### src/rtl/download_mem_arbiter.sv
// download_mem_arbiter: shares one 16-bit memory port between a buffered
// download write stream and a single-outstanding read requester.
//
// Ports:
//   clk, reset                      clock, asynchronous active-high reset
//   dl_wr, dl_addr, dl_data         download word strobe / address / data
//   dl_busy                         write FIFO full, downloader must hold off
//   dl_overflow                     sticky, a download word was dropped
//   rd_req, rd_addr                 read request (level, held until rd_ack)
//   rd_ack, rd_data                 read completion pulse / held read word
//   mem_req, mem_we, mem_addr,
//   mem_wdata                       registered memory command
//   mem_ready                       memory accepts the command this cycle
//   mem_rvalid, mem_rdata           read data return
module download_mem_arbiter #(
    parameter int unsigned FIFO_DEPTH = 4,
    parameter int unsigned ADDR_WIDTH = 25
) (
    input  logic                  clk,
    input  logic                  reset,
    input  logic                  dl_wr,
    input  logic [ADDR_WIDTH-1:0] dl_addr,
    input  logic [15:0]           dl_data,
    output logic                  dl_busy,
    output logic                  dl_overflow,
    input  logic                  rd_req,
    input  logic [ADDR_WIDTH-1:0] rd_addr,
    output logic                  rd_ack,
    output logic [15:0]           rd_data,
    output logic                  mem_req,
    output logic                  mem_we,
    output logic [ADDR_WIDTH-1:0] mem_addr,
    output logic [15:0]           mem_wdata,
    input  logic                  mem_ready,
    input  logic                  mem_rvalid,
    input  logic [15:0]           mem_rdata
);

    localparam int unsigned PtrW = $clog2(FIFO_DEPTH);
    localparam int unsigned CntW = PtrW + 1;
    localparam logic [CntW-1:0] FullCount = CntW'(FIFO_DEPTH);

    typedef enum logic [1:0] {StIdle, StWrite, StRead, StReadWait} state_e;

    logic [ADDR_WIDTH-1:0] fifo_addr_q [FIFO_DEPTH];
    logic [15:0]           fifo_data_q [FIFO_DEPTH];
    logic [PtrW-1:0]       wr_ptr_q;
    logic [PtrW-1:0]       rd_ptr_q;
    logic [CntW-1:0]       count_q;

    state_e state_q;
    logic   last_write_q;  // type of the last served command: 1 write, 0 read
    logic   settle_q;      // first IDLE cycle after a command, no decision taken

    logic fifo_full;
    logic fifo_empty;
    logic push;
    logic pop;
    logic pick_write;
    logic pick_read;

    always_comb begin
        fifo_full  = (count_q == FullCount);
        fifo_empty = (count_q == '0);
        // A full FIFO drops the word even if the head is popped this cycle.
        push       = dl_wr && !fifo_full;
        pop        = (state_q == StWrite) && mem_req && mem_ready;

        pick_write = 1'b0;
        pick_read  = 1'b0;
        if (state_q == StIdle && !settle_q) begin
            if (!fifo_empty && rd_req) begin
                // Tie: a full FIFO forces a write, otherwise alternate types.
                if (fifo_full || !last_write_q) begin
                    pick_write = 1'b1;
                end else begin
                    pick_read = 1'b1;
                end
            end else if (!fifo_empty) begin
                pick_write = 1'b1;
            end else if (rd_req) begin
                pick_read = 1'b1;
            end
        end
    end

    assign dl_busy = fifo_full;

    // FIFO storage needs no reset; only pointers and count define contents.
    always_ff @(posedge clk) begin
        if (push) begin
            fifo_addr_q[wr_ptr_q] <= dl_addr;
            fifo_data_q[wr_ptr_q] <= dl_data;
        end
    end

    always_ff @(posedge clk or posedge reset) begin
        if (reset) begin
            wr_ptr_q    <= '0;
            rd_ptr_q    <= '0;
            count_q     <= '0;
            dl_overflow <= 1'b0;
        end else begin
            if (push) begin
                wr_ptr_q <= wr_ptr_q + PtrW'(1);
            end
            if (pop) begin
                rd_ptr_q <= rd_ptr_q + PtrW'(1);
            end
            case ({push, pop})
                2'b10:   count_q <= count_q + CntW'(1);
                2'b01:   count_q <= count_q - CntW'(1);
                default: count_q <= count_q;
            endcase
            if (dl_wr && fifo_full) begin
                dl_overflow <= 1'b1;
            end
        end
    end

    // Command and read-return registers are loaded on state entry so the
    // memory sees a glitch-free command that holds until accepted.
    always_ff @(posedge clk or posedge reset) begin
        if (reset) begin
            state_q      <= StIdle;
            last_write_q <= 1'b1;
            settle_q     <= 1'b0;
            mem_req      <= 1'b0;
            mem_we       <= 1'b0;
            mem_addr     <= '0;
            mem_wdata    <= '0;
            rd_ack       <= 1'b0;
            rd_data      <= '0;
        end else begin
            rd_ack <= 1'b0;
            case (state_q)
                StIdle: begin
                    settle_q <= 1'b0;
                    if (pick_write) begin
                        state_q      <= StWrite;
                        last_write_q <= 1'b1;
                        mem_req      <= 1'b1;
                        mem_we       <= 1'b1;
                        mem_addr     <= fifo_addr_q[rd_ptr_q];
                        mem_wdata    <= fifo_data_q[rd_ptr_q];
                    end else if (pick_read) begin
                        state_q      <= StRead;
                        last_write_q <= 1'b0;
                        mem_req      <= 1'b1;
                        mem_we       <= 1'b0;
                        mem_addr     <= rd_addr;
                        mem_wdata    <= '0;
                    end
                end
                StWrite: begin
                    if (pop) begin
                        mem_req  <= 1'b0;
                        state_q  <= StIdle;
                        settle_q <= 1'b1;
                    end
                end
                StRead: begin
                    if (mem_ready) begin
                        mem_req <= 1'b0;
                        state_q <= StReadWait;
                    end
                end
                StReadWait: begin
                    if (mem_rvalid) begin
                        rd_data  <= mem_rdata;
                        rd_ack   <= 1'b1;
                        state_q  <= StIdle;
                        settle_q <= 1'b1;
                    end
                end
                default: state_q <= StIdle;
            endcase
        end
    end

endmodule

### config.mk
export PLATFORM = sky130hd
export DESIGN_NAME = download_mem_arbiter
export DESIGN_NICKNAME = d
export VERILOG_FILES = /design/src/rtl/download_mem_arbiter.sv
export SDC_FILE = /design/constraint.sdc
export NUM_CORES = 1
export LEC_CHECK = 0
export BUFFER_PORTS_ARGS = -buffer_cell sky130_fd_sc_hd__buf_2
export CORE_MARGIN = 3
export CORE_UTILIZATION = 51
export CTS_CLUSTER_SIZE = 30
export DETAILED_ROUTE_END_ITERATION = 8
export PLACE_DENSITY_LB_ADDON = 0.2
export SKIP_CTS_REPAIR_TIMING = 1
export SYNTH_ARGS = -nofsm -noshare
export SYNTH_HDL_FRONTEND = slang
export SYNTH_SLANG_ARGS = --single-unit
### constraint.sdc
create_clock -name clk -period 2.2 [get_ports clk]
set_input_delay 0.55 -clock clk [delete_from_list [all_inputs] [get_ports clk]]
set_output_delay 0.55 -clock clk [all_outputs]
set_load 0.1 [all_outputs]
==> impl_metrics.yaml, run 1 <==
sta:
  fmaxAchievable_ghz: 0.472
  hold-worst-slack_ps: 152
  hold_viol: 0
  finalClockSkew_ps: 10.6
  slew_violations: 0
  fin_crit_sh: 0.962
  period_minus_slack_ps: 2120
  setup_violations: 0
  relSlewSlack: 0.559
  worst_slew_pin_slew_ps: 659
floorplan:
  die_y_um: 140
  num_rows: 48
  io_pins: 150
  die_w_um: 140
  dieArea_um2: 19700
  start_util: 0.527
  core_um2: 17500
synthesis:
  syn_avg_cell_area_um2: 19.2
  ys_ff_latch: 236
  syn-num-nets: 581
  synth_flop_cell: "edfxtp_1"
  syn_inst: 481
  synth_area_um2: 9210
  synth_edf_count: 164
  synth_cell_type_count: 39
  synthArstFlopShare: 0.305
  ys_seq_area_frac: 0.730
  yosysWarnings: 0
run:
  maxCapViolations: 0
clock_network:
  cts_sinks: 236
  insertion_delay_ps: 510
  clock_path_buffers: 3
  root_buffer: "clkbuf_16"
  cts_buffers: 25
  htree_levels: 1
  tritoncts: "done"
  path_clk_slew_ps: 60
drt:
  wire_per_inst_um: 20.5
  post_drt_via_cell_ratio: 5.60
  drt_wl_total_um: 18700
  drcViolationCount: 0
  drt-pass1-iter-count: 4
  drt.antenna.violating_nets: 0
  via_count: 5093
  drt_iter0_drc: 209
global_route:
  overflow: 0
  grt_max_degree: 47
  grt_pass1_wl_um: 29500
  antenna_found_initial: 4
  first_global_vias: 5412
  grt_usage: 0.191
place:
  placed_cell_area_um2: 10400
  post-dp-hpwl_um: 12100
  dpl.cell_count: 858
  port_buffers: 149
  gp_congestion: 0.785
final_layout:
  fin_util: 0.645
  drive_above_1_share: 0.466
  mostFrequentLayoutCells: "edfxtp_1 (164), buf_2 (148), dfrtp_1 (68)"
  layout.nets: 764
  fillers: 1236
  final_common_cell: "edfxtp_1"
  regArea_um2: 6730
  multi_input_area_um2: 2310
  design_area_um2: 11300
  area_growth_pct: 22.3
  fin_cells: 910
critical_path:
  cp.required_ps: 2590
  arrival_ps: 2510
  critPathKind: "register to register"
  crit_path_start: "state_q[0]"
  setup.worst_path.end_class: "register"
  r2r-start: "state_q[0]"
  cp-start-kind: "register"
  crit_path_max_fanout: 4
hold_path:
  min_path_type: "input pin to asynchronous set/reset pin"
outcome:
  status: "finished clean"
==> cell usage after synthesis (4+ instances only) <==
master / count / area [µm²]
nor2_1: 53 / 199
dfrtp_1: 71 / 1780
nand2_1: 7 / 26.3
buf_6: 7 / 78.8
mux4_2: 41 / 923
clkbuf_1: 7 / 26.3
buf_4: 5 / 37.5
and2_1: 4 / 25.0
mux2_2: 18 / 203
buf_2: 5 / 25.0
inv_1: 10 / 37.5
edfxtp_1: 164 / 4920
a221oi_2: 21 / 315
ha_1: 11 / 138
a22o_1: 16 / 140
==> worst paths after layout <==
check	slack (ps)	cells past startpoint	endpoint
min	150	3	rd_data[11]
max reg2reg	80	6	state_q[1]
max	80	6	state_q[1]
min reg2reg	450	1	dl_overflow
max in group asynchronous	1500	3	rd_ptr_q[0]
min in group clk	250	1	fifo_data_q[1][5]
==> per-stage QoR <==
stage                     worst slack (ps)  TNS, ps
after CTS                            -61.4    -61.4
after global placement                 138        0
final                                 82.7        0
after floorplan                       17.5        0
after global routing                 -13.8    -18.1
after detailed placement              21.7        0
==> flip-flops by register name, indices dropped and copies added (netlist names) <==
name,cells
fifo_data_q,64
count_q,3
settle_q,1
rd_ptr_q,2
mem_req,1
mem_wdata,16
fifo_addr_q,100
state_q,2
rd_ack,1
rd_data,16
wr_ptr_q,2
dl_overflow,1
last_write_q,1
mem_addr,25
mem_we,1
==> area by class of cell <==
| class | instances | area share |
|---|---|---|
| Sequential cell | 236 | 0.598 |
| Multi-Input combinational cell | 210 | 0.205 |
| Timing Repair Buffer | 181 | 0.0958 |
| Clock buffer | 37 | 0.0640 |
| Tap cell | 225 | 0.0250 |
| Clock inverter | 9 | 0.00866 |
| Inverter | 10 | 0.00366 |
| Antenna cell | 2 | 0.000444 |
==> critical path, stage by stage (launching register included) <==
cell      delay [ps]
dfrtp_1          420
inv_1            140
ha_1             250
nand2b_1         150
or2_2            380
a211oi_2         300
mux2_2           360
==> kinds of logic (layout without fill, tap and decap cells) <==
group / Yosys count / after routing / synth area share
multiplexers: 61 / 61 / 0.124
buffers and inverters: 35 / 237 / 0.0227
XOR/XNOR: 6 / 6 / 0.00571
flip-flops: 236 / 236 / 0.730
adder cells (fa/ha/maj): 12 / 12 / 0.0171
AND/OR/NAND/NOR: 76 / 76 / 0.0360
AO/OA/AOI/OAI: 55 / 55 / 0.0638
other: 0 / 2 / 0
==> per-layer routing <==
metal  vias up  wire [µm]  global-route usage
met5         -         21                   0
met4         4        549              0.0571
met3        49       1480              0.0457
met2       202       9100               0.313
met1      2569       7540               0.258
li1       2269          -                   -
Power of run 1 is not shown: default switching activity piles up to over one toggle a cycle in this logic, so the estimate is an artifact.
==> run 2: changes to the inputs <==
Settings changed: REMOVE_ABC_BUFFERS set to 1.
==> run 2 against run 1 <==
Maximum frequency down 0.27%. Clock skew increased by 5.3 ps. Count of clock-buffer cells in the layout down 6. Worst hold slack got worse by 80 ps. Final area shrank 1.2%. Sequential share of layout area grew 0.72 points. First-iteration DRC count up 55%. Setup slack got worse by 5.7 ps. Flip-flop and latch count stayed put. Critical path depth fell by 3. Register-to-register slack better by 40 ps.
==> impl_metrics.yaml, run 2 (same netlist as run 1, synthesis figures left out) <==
place:
  gp_congestion: 0.810
  placed_cell_area_um2: 10400
  dpl.cell_count: 855
  port_buffers: 149
  post-dp-hpwl_um: 12400
sta:
  fin_crit_sh: 0.965
  rsz0062_at_grt: "false"
  finalClockSkew_ps: 15.9
  fmaxAchievable_ghz: 0.471
  hold_viol: 0
  tns_ps: 0
  period_minus_slack_ps: 2120
  worst_slew_pin_slew_ps: 570
  setup_violations: 0
  slew_violations: 0
  relSlewSlack: 0.620
global_route:
  grt_usage: 0.193
  grtUsageMet2: 0.321
  first_global_vias: 5449
  top_usage_layer: "met2"
  grt_max_degree: 30
  met3_usage: 0.0423
  grt_pass1_wl_um: 29700
  overflow: 0
  antenna_found_initial: 1
  grt_use_met1: 0.259
clock_network:
  clock_path_buffers: 3
  root_buffer: "clkbuf_16"
  path_clk_slew_ps: 60
  tritoncts: "done"
  cts_buffers: 24
  insertion_delay_ps: 520
  cts_sinks: 236
  htree_levels: 1
final_layout:
  top_register: "fifo_addr_q"
  area_growth_pct: 20.8
  n_antenna_cell: 0
  layout.nets: 756
  design_area_um2: 11100
  final_common_cell: "edfxtp_1"
  top_regs: "fifo_addr_q: 100 flops, fifo_data_q: 64 flops, mem_addr: 25 flops"
  largest_reg_flops: 100
  fin_util: 0.637
  fin_cells: 899
  mostFrequentLayoutCells: "edfxtp_1 (164), buf_2 (148), dfrtp_1 (69)"
  drive_above_1_share: 0.448
drt:
  wire_per_inst_um: 20.8
  drt.antenna.violating_nets: 0
  drcViolationCount: 0
  drt-pass1-iter-count: 4
  drt_wl_total_um: 18700
  post_drt_via_cell_ratio: 5.58
  via_count: 5014
  drt_iter0_drc: 323
run:
  maxCapViolations: 0
floorplan:
  die_w_um: 140
  num_rows: 48
  dieArea_um2: 19700
  io_pins: 150
  die_y_um: 140
  start_util: 0.527
  core_um2: 17500
critical_path:
  cp-start-kind: "register"
  setup.worst_path.end_class: "output port"
  cp.required_ps: 1650
  crit_path_max_fanout: 5
  rr_worst_depth: 6
  arrival_ps: 1570
  critPathKind: "register to output port"
outcome:
  status: "finished clean"
hold_path:
  min_path_type: "input pin to asynchronous set/reset pin"
## run 2: cell types whose count changed in the layout (fill, tap and decap cells not counted), moves of 2 or more
cell	delta
diode_2	-2
clkbuf_1	-2
clkinv_1	+7
buf_4	-6
clkbuf_8	-3
## run 2: stage by stage
stage,hold slack (ps),setup slack (ps)
floorplan,461,-723
global placement,440,141
detailed placement,448,14.9
CTS,81.0,-69.6
global route,109,12.2
finish,71.9,76.9
## run 2: cell type report
| class | count | area (µm²) |
|---|---|---|
| multi-input combinational | 210 | 2310 |
| timing repair buffer | 174 | 1040 |
| sequential | 236 | 6730 |
| fill | 1239 | 6340 |
| clock buffer | 31 | 647 |
| tap | 225 | 282 |
| inverter | 10 | 38.8 |
| clock inverter | 13 | 91.3 |
## run 2: critical path, stage by stage (launching register included)
cell	delay (ps)
dfrtp_1	430
inv_1	120
and3_1	210
buf_4	300
## run 2: layer usage
metal | part of all wire | up-vias
met3 | 0.076 | 37
li1 | - | 2245
met4 | 0.026 | 2
met1 | 0.40 | 2540
met5 | 0.00070 | -
met2 | 0.50 | 190
## run 2: final timing paths
| check | slack (ps) | startpoint | endpoint |
|---|---|---|---|
| setup / recovery | 80 | count_q[0] | dl_busy |
| hold / removal | 70 | reset | rd_data[15] |
| setup reg to reg | 120 | state_q[0] | state_q[1] |
| hold reg to reg | 460 | dl_overflow | dl_overflow |
| max in group asynchronous | 1570 | reset | mem_addr[24] |
| min in group clk | 240 | dl_data[14] | fifo_data_q[2][14] |
Power of run 2 is left out for the same reason.
==> run 3: changes to the inputs <==
==> constraint.sdc (replaced) <==
create_clock -name clk -period 2.2 [get_ports clk]
set_input_delay 0.33 -clock clk [delete_from_list [all_inputs] [get_ports clk]]
set_output_delay 0.33 -clock clk [all_outputs]
set_load 0.1 [all_outputs]
==> run 3 against run 2 <==
Worst hold slack lost 44 ps. Critical endpoint is now state_q[1]. Register-to-register slack lost 20 ps. First-iteration DRC count shrank 11%. Sequential share of layout area shrank 0.23 points. Critical path depth grew 3. Final cell count is the same. Core utilization grew 0.24 points.
==> impl_metrics.yaml, run 3 (same netlist as run 1, synthesis figures left out) <==
outcome:
  status: "finished clean"
drt:
  drt_iter0_drc: 286
  drt.antenna.violating_nets: 0
  drcViolationCount: 0
  wire_per_inst_um: 21.0
  via_count: 5022
  post_drt_via_cell_ratio: 5.59
  drt-pass1-iter-count: 4
  drt_wl_total_um: 18800
clock_network:
  path_clk_slew_ps: 60
  clock_path_buffers: 3
  htree_levels: 1
  cts_sinks: 236
  cts_buffers: 24
  insertion_delay_ps: 510
  tritoncts: "done"
  root_buffer: "clkbuf_16"
global_route:
  grt_usage: 0.194
  grt_pass1_wl_um: 30100
  met3_usage: 0.0550
  overflow: 0
  grtUsageMet2: 0.322
  first_global_vias: 5489
  top_usage_layer: "met2"
  antenna_found_initial: 4
  grt_use_met1: 0.256
  grt_max_degree: 47
sta:
  tns_ps: 0
  hold_viol: 0
  period_minus_slack_ps: 2100
  fmaxAchievable_ghz: 0.476
  setup_violations: 0
  slew_violations: 0
  fin_crit_sh: 0.956
  worst_slew_pin_slew_ps: 668
  rsz0062_at_grt: "true"
  relSlewSlack: 0.554
  finalClockSkew_ps: 20.1
final_layout:
  top_regs: "fifo_addr_q: 100 flops, fifo_data_q: 64 flops, mem_addr: 25 flops"
  regArea_um2: 6730
  fillers: 1249
  area_growth_pct: 21.3
  largest_reg_flops: 100
  final_common_cell: "edfxtp_1"
  multi_input_area_um2: 2300
  design_area_um2: 11200
  mostFrequentLayoutCells: "edfxtp_1 (164), buf_2 (149), dfrtp_1 (69)"
  drive_above_1_share: 0.454
  layout.nets: 755
  fin_util: 0.639
  top_register: "fifo_addr_q"
critical_path:
  crit_path_max_fanout: 4
  setup.worst_path.end_class: "register"
  critPathKind: "register to register"
  crit_path_start: "state_q[0]"
  cp.required_ps: 2580
  r2r-start: "state_q[0]"
  cp-start-kind: "register"
  arrival_ps: 2480
floorplan:
  die_y_um: 140
  num_rows: 48
  io_pins: 150
  start_util: 0.527
  core_um2: 17500
  dieArea_um2: 19700
  die_w_um: 140
run:
  maxCapViolations: 0
place:
  placed_cell_area_um2: 10400
  port_buffers: 149
  gp_congestion: 0.794
  post-dp-hpwl_um: 12200
hold_path:
  min_path_type: "input pin to register"
  hold_start: "dl_data[13]"
[run 3: cell type report]
| class | instances | area share |
|---|---|---|
| multi-input combinational | 210 | 0.206 |
| inverter | 10 | 0.00347 |
| antenna | 2 | 0.000448 |
| sequential | 236 | 0.602 |
| clock inverter | 9 | 0.00918 |
| timing repair buffer | 173 | 0.0920 |
| clock buffer | 34 | 0.0616 |
| tap | 225 | 0.0252 |
[run 3: path summary, 6_finish.rpt]
path / slack, ps / endpoint / depth (start not counted)
max: 100 / state_q[1] / 6
max reg2reg: 100 / state_q[1] / 6
min in group asynchronous: 390 / rd_data[11] / 3
max in group asynchronous: 1100 / last_write_q / 4
min reg2reg: 470 / dl_overflow / 1
min: 30 / fifo_data_q[2][13] / 1
[run 3: layer usage]
metal	part of all wire	wire length (µm)	up-vias
met3	0.070	1310	35
met4	0.023	427	4
li1	-	-	2244
met5	0.0014	27	-
met2	0.49	9280	171
met1	0.41	7800	2568
[run 3: critical path, stage by stage, from the launching register on]
cell and delay [ps]:
dfrtp_1 420, inv_1 160, ha_2 240, nand2b_1 110, or2_2 360, a211oi_2 330, mux2_2 370
[run 3: through the flow]
step	std cells	hold slack (ps)	worst slack [ps]
floorplan	456	429	-723
global placement	853	366	153
detailed placement	853	378	4.22
CTS	896	-160	-8.81
global route	899	10.6	-1.39
finish	899	27.6	97.2
Power of run 3 is left out for the same reason.
